### src/rtl/transform_8_to_4_2_seq.sv
// Forward isomorphism GF(2^8) -> GF((2^4)^2), evaluating ROWS_PER_CYCLE matrix rows per clock.
// Optional macro FWD_XFORM_SELFCHECK_EN adds a sticky chk_err driven by an inverse-map check in DONE.
module transform_8_to_4_2_seq #(
    parameter int ROWS_PER_CYCLE = 1
) (
    input  logic       clk,
    input  logic       rst,
    input  logic       in_valid,
    output logic       in_ready,
    input  logic [7:0] in_data,
    output logic       out_valid,
    input  logic       out_ready,
    output logic [7:0] out_data
`ifdef FWD_XFORM_SELFCHECK_EN
    ,
    output logic       chk_err
`endif
);

    if (ROWS_PER_CYCLE != 1 && ROWS_PER_CYCLE != 2 && ROWS_PER_CYCLE != 4 && ROWS_PER_CYCLE != 8)
    begin : g_bad_rows
        $error("ROWS_PER_CYCLE must be 1, 2, 4 or 8");
    end

    typedef enum logic [1:0] {
        IDLE = 2'd0,
        BUSY = 2'd1,
        DONE = 2'd2
    } state_t;

    // The BUSY cycle whose base row is LAST_BASE writes row 7.
    localparam logic [2:0] LAST_BASE = 3'(8 - ROWS_PER_CYCLE);
    localparam logic [2:0] ROW_STEP  = 3'(ROWS_PER_CYCLE & 7);

    function automatic logic [7:0] fwd_row(input logic [2:0] idx);
        logic [7:0] row;
        case (idx)
            3'd0:    row = 8'b1010_0000;
            3'd1:    row = 8'b1010_1100;
            3'd2:    row = 8'b1101_0010;
            3'd3:    row = 8'b0111_0000;
            3'd4:    row = 8'b1100_0110;
            3'd5:    row = 8'b0101_0010;
            3'd6:    row = 8'b0000_1010;
            default: row = 8'b1101_1101;
        endcase
        return row;
    endfunction

    state_t     state_q, state_d;
    logic [2:0] row_q, row_d;
    logic [7:0] opnd_q, opnd_d;
    logic [7:0] acc_q, acc_d;
    logic [7:0] res_q, res_d;
    logic [2:0] row_idx;

    // NOTE: every always_comb output gets a default first so no path can infer a latch.
    always_comb begin
        state_d = state_q;
        row_d   = row_q;
        opnd_d  = opnd_q;
        acc_d   = acc_q;
        res_d   = res_q;
        row_idx = row_q;
        case (state_q)
            IDLE: begin
                if (in_valid) begin
                    opnd_d  = in_data;
                    acc_d   = '0;
                    row_d   = '0;
                    state_d = BUSY;
                end
            end
            BUSY: begin
                for (int k = 0; k < ROWS_PER_CYCLE; k++) begin
                    row_idx = row_q + 3'(k);
                    acc_d[3'd7 - row_idx] = ^(fwd_row(row_idx) & opnd_q);
                end
                row_d = row_q + ROW_STEP;
                if (row_q == LAST_BASE) begin
                    res_d   = acc_d;
                    state_d = DONE;
                end
            end
            DONE: begin
                if (out_ready) state_d = IDLE;
            end
            default: state_d = IDLE;
        endcase
    end

    // NOTE: sequential state uses non-blocking assignments so all flops update from pre-edge values.
    always_ff @(posedge clk or posedge rst) begin
        if (rst) begin
            state_q <= IDLE;
            row_q   <= '0;
            opnd_q  <= '0;
            acc_q   <= '0;
            res_q   <= '0;
        end else begin
            state_q <= state_d;
            row_q   <= row_d;
            opnd_q  <= opnd_d;
            acc_q   <= acc_d;
            res_q   <= res_d;
        end
    end

    // Gated by rst so in_ready is low for the whole reset, not just after the first edge.
    assign in_ready  = (state_q == IDLE) && !rst;
    assign out_valid = (state_q == DONE);
    assign out_data  = res_q;

`ifdef FWD_XFORM_SELFCHECK_EN
    function automatic logic [7:0] inv_map(input logic [7:0] v);
        logic [7:0] rows [8];
        logic [7:0] r;
        rows = '{8'h24, 8'hEE, 8'hA4, 8'h5A, 8'hB2, 8'h72, 8'hB0, 8'h51};
        r = '0;
        for (int i = 0; i < 8; i++) r[7 - i] = ^(rows[i] & v);
        return r;
    endfunction

    logic chk_err_q, chk_err_d;

    always_comb begin
        chk_err_d = chk_err_q;
        if (state_q == DONE && inv_map(res_q) != opnd_q) chk_err_d = 1'b1;
    end

    always_ff @(posedge clk or posedge rst) begin
        if (rst) chk_err_q <= 1'b0;
        else     chk_err_q <= chk_err_d;
    end

    assign chk_err = chk_err_q;
`endif

endmodule

### config.mk
export PLATFORM = sky130hd
export DESIGN_NAME = transform_8_to_4_2_seq
export DESIGN_NICKNAME = d
export VERILOG_FILES = /design/src/rtl/transform_8_to_4_2_seq.sv
export SDC_FILE = /design/constraint.sdc
export NUM_CORES = 1
export LEC_CHECK = 0
export CAP_MARGIN = 25
export CELL_PAD_IN_SITES_DETAIL_PLACEMENT = 0
export CELL_PAD_IN_SITES_GLOBAL_PLACEMENT = 2
export CORE_MARGIN = 2
export CORE_UTILIZATION = 37
export CTS_BUF_LIST = sky130_fd_sc_hd__clkbuf_16
export CTS_CLUSTER_DIAMETER = 60
export DETAILED_ROUTE_END_ITERATION = 8
export GPL_TIMING_DRIVEN = 0
export PLACE_DENSITY_LB_ADDON = 0.1
export RECOVER_POWER = 25
export REMOVE_ABC_BUFFERS = 1
export SLEW_MARGIN = 20
export SYNTH_ARGS = -nofsm -noshare
export SYNTH_HDL_FRONTEND = slang
export SYNTH_SLANG_ARGS = --single-unit
### constraint.sdc
create_clock -name clk -period 3.5 [get_ports clk]
set_input_delay 1.05 -clock clk [delete_from_list [all_inputs] [get_ports clk]]
set_output_delay 1.05 -clock clk [all_outputs]
set_load 0.02 [all_outputs]
==> run summary <==
* result of the run: complete, no violations
* biggest area consumer among synthesized cells: sky130_fd_sc_hd__dfrtp_1
* largest net degree at the start of global routing: 30
* adder-cell area share of the yosys netlist: 5.426%
* Wirelength per Cell: 15.60 um
* beginning of the worst register-to-register path: row_q[1]
* average instance area after synthesis: 10.15 um^2
* first-pass GRT wire length: 6320 um
* number of fill cells in the layout: 406
* cell types occupying the most area after synthesis: sky130_fd_sc_hd__dfrtp_1 45%, sky130_fd_sc_hd__mux2_1 5.6%, sky130_fd_sc_hd__ha_1 5.4%
* drt via density: 5.202
* summed negative setup slack over all endpoints: 0 ns
* arrival time of data at the critical path endpoint: 2.23 ns
* post-synthesis cell area: 1614 um^2
* drt pass-1 iters: 4
* # port buffers: 21
* Total Nets Final: 199
* setup repair after global routing missed its margin: false
* element type at the critical path start: input pin
* routed vias: 1212
* Horiz. Die Dim: 70.05 um
* VDD IR-drop max: 0.6536 mV
* DRT antenna net count: 0
* multiplexer share of the synthesized area: 6.202%
* drt initial violations: 43
* transition at the pin with the smallest max-transition slack: 1.175 ns
* primary flip-flop cell chosen by synthesis mapping: sky130_fd_sc_hd__dfrtp_1
* Synth warnings: 0
* final worst path period need: 3.281 ns
* portion of the clock cycle consumed by the worst path in the final layout: 93.74%
* total global routing track utilization: 16.58%
* post-synthesis sequential element count: 29
* sequential cell area fraction in the yosys report: 44.96%
* area share of xor/xnor cells in the synthesized design: 3.953%
* drt total wl: 3635 um
* area share of the largest cell type after synthesis: 44.96%
* area fraction in and, or, nand and nor cells after synthesis: 18.60%
* Peak Freq: 304.8 MHz
* depth of the most critical reg-to-reg path: 7
* share of flip-flops with an asynchronous set or reset after synthesis: 100.0%
* I/O pin total: 22
* Post-CTS Hold Fix Bufs: 0
* row count: 24
* vias in the first global route: 1268
* clock root buffer: sky130_fd_sc_hd__clkbuf_16
* capture point of the worst reg-to-reg path: out_data[2]
* main combinational cell family by area after synthesis: simple AND/OR/NAND/NOR gates
* Leakage Power: 0.8922 nW
* Crit. Startpoint: rst
* number of max-cap violations: 0
* number of antenna violations at the first check in global routing: 0
* EDFF count, synth: 0
* HP Class: reg2reg
* area grow syn2layout: 23.02%
* total core area: 4264 um^2
* starting density of the core: 37.85%
* fraction of layout cells with a size suffix above 1: 12.15%
* y dimension of the die: 70.05 um
* Max Fanout on Critical Path: 2
* unique cell type count in the Yosys netlist: 41
* buffers from clock root to sink, at most: 2
* Antenna diodes: 0
* minimum setup slack among reg-to-reg paths: 0.83 ns
* areal power density over the cells: 1141 nW/um^2
* hold violation total from the final report: 0
* half-perimeter wire length after detailed placement: 2440 um
* relative slew slack: 21.60%
* Resize count post-CTS: 0
* GR Overflow Total: 0
* type of the worst setup path: in2out
* Worst-path clk slew: 0.05 ns
* clock tree from TritonCTS: done
* Critical Path Sink Type: output pin
* CTS H-tree lvls: 2
* buffers inserted during post-CTS setup optimization: 0
* capture point of the worst path: in_ready
* DRC viols: 0
* area of the die: 4906 um^2
* final-report setup violation count: 0
* Max Clock Skew: 0.003960 ns
* clock insertion delay at the later pin of the skew report: 0.27 ns
* routability cong.: 0.7163
* number of CTS-inserted buffers: 5
* data required time of the critical path: 2.45 ns
* final number of max-transition violations: 0
* post-synthesis compound-gate area fraction: 16.67%
* Post-Syn Instances: 159
* worst hold slack across all endpoints: 0.4656 ns
* clk sink count: 29
sequential cells by signal (all words and copies together), names as in the netlist:
register / cells
state_q: 2
opnd_q: 8
acc_q: 8
out_data: 8
row_q: 3
synth_stat cells, types with 2 or more instances:
cell,count
sky130_fd_sc_hd__o31ai_1,4
sky130_fd_sc_hd__a22o_1,2
sky130_fd_sc_hd__clkbuf_1,4
sky130_fd_sc_hd__nand3_1,13
sky130_fd_sc_hd__nor3_1,5
sky130_fd_sc_hd__o21ai_0,4
sky130_fd_sc_hd__ha_1,7
sky130_fd_sc_hd__dfrtp_1,29
sky130_fd_sc_hd__xnor2_1,2
sky130_fd_sc_hd__and3_1,4
sky130_fd_sc_hd__nand2_1,23
sky130_fd_sc_hd__inv_1,4
sky130_fd_sc_hd__o21ai_2,7
sky130_fd_sc_hd__nor2_1,9
sky130_fd_sc_hd__a21oi_1,6
sky130_fd_sc_hd__buf_6,2
sky130_fd_sc_hd__nor2b_1,3
sky130_fd_sc_hd__mux2_1,8
metal layers:
metal	part of all wire (%)	GRT usage, %	wire, um	vias to the layer above
met5	0	0	0	-
met3	3.4	4.040	122	4
li1	-	-	-	603
met4	1.4	7.692	50	0
met1	47	22.03	1695	585
met2	49	25.50	1765	20
worst min path at each step:
stage,from,to,slack [ns],depth (start not counted)
detailed placement,acc_q[6],out_data[6],0.45,2
CTS,acc_q[6],out_data[6],0.47,2
global route,acc_q[6],out_data[6],0.50,2
finish,acc_q[6],out_data[6],0.47,2
global placement,acc_q[6],out_data[6],0.45,2
floorplan,acc_q[4],out_data[4],0.44,2
logic make-up (layout without fill, tap and decap cells):
group | Yosys count | after routing
DFF | 29 | 29
and+or+nand+nor | 63 | 63
buffers and inverters | 13 | 35
AOI/OAI and AO/OA | 34 | 34
adders and majority gates | 7 | 7
muxes | 9 | 9
xor gates and xnor gates | 4 | 4
cells in the final DEF (no fill, tap or decap), types with 2 or more instances in the layout:
master / instances
sky130_fd_sc_hd__a21oi_1: 6
sky130_fd_sc_hd__a22o_1: 2
sky130_fd_sc_hd__and3_1: 4
sky130_fd_sc_hd__clkbuf_16: 5
sky130_fd_sc_hd__clkdlybuf4s50_1: 19
sky130_fd_sc_hd__clkinv_2: 2
sky130_fd_sc_hd__dfrtp_1: 29
sky130_fd_sc_hd__dlygate4sd3_1: 2
sky130_fd_sc_hd__ha_1: 7
sky130_fd_sc_hd__inv_1: 5
sky130_fd_sc_hd__mux2_1: 8
sky130_fd_sc_hd__nand2_1: 23
sky130_fd_sc_hd__nand3_1: 13
sky130_fd_sc_hd__nor2_1: 9
sky130_fd_sc_hd__nor2b_1: 3
sky130_fd_sc_hd__nor3_1: 5
sky130_fd_sc_hd__o21ai_0: 4
sky130_fd_sc_hd__o21ai_2: 7
sky130_fd_sc_hd__o31ai_1: 4
sky130_fd_sc_hd__xnor2_1: 2
area by class of cell:
class	instances	area, um^2	area share, %
multi-input cells	117	820.8	41.34
flip-flops and latches	29	725.7	36.55
repair buffers	21	210.2	10.59
clock buffers	5	125.1	6.301
well taps	52	65.06	3.277
inverters	6	25.02	1.260
clock inverters	3	13.76	0.6931
worst max-delay path: stages:
cell                              delay (ns)
sky130_fd_sc_hd__clkdlybuf4s50_1        0.41
sky130_fd_sc_hd__nor3_1                 0.14
sky130_fd_sc_hd__clkdlybuf4s50_1        0.63
stage by stage:
stage                     cell area [um^2]  total power (W)  instances  setup slack [ns]  util (%)
after floorplan                       1572         0.001557        152            0.9448         -
after global placement                1847         0.001871        225            0.2275     43.31
after detailed placement              1847         0.001899        225            0.1898     43.31
after CTS                             1986         0.002310        233            0.1898     46.57
after global routing                  1986         0.002460        233            0.1855     46.57
final                                 1986         0.002266        233            0.2191     46.57
power by group:
part	internal, W	switching (W)	total [W]	leakage [nW]
clock network	0.000257	0.000144	0.000401	0.0748
registers	0.000483	0.000152	0.000636	0.365
logic	0.000491	0.000739	0.00123	0.453
total	0.00123	0.00104	0.00227	0.892
Power figures use the tool's default switching activity.
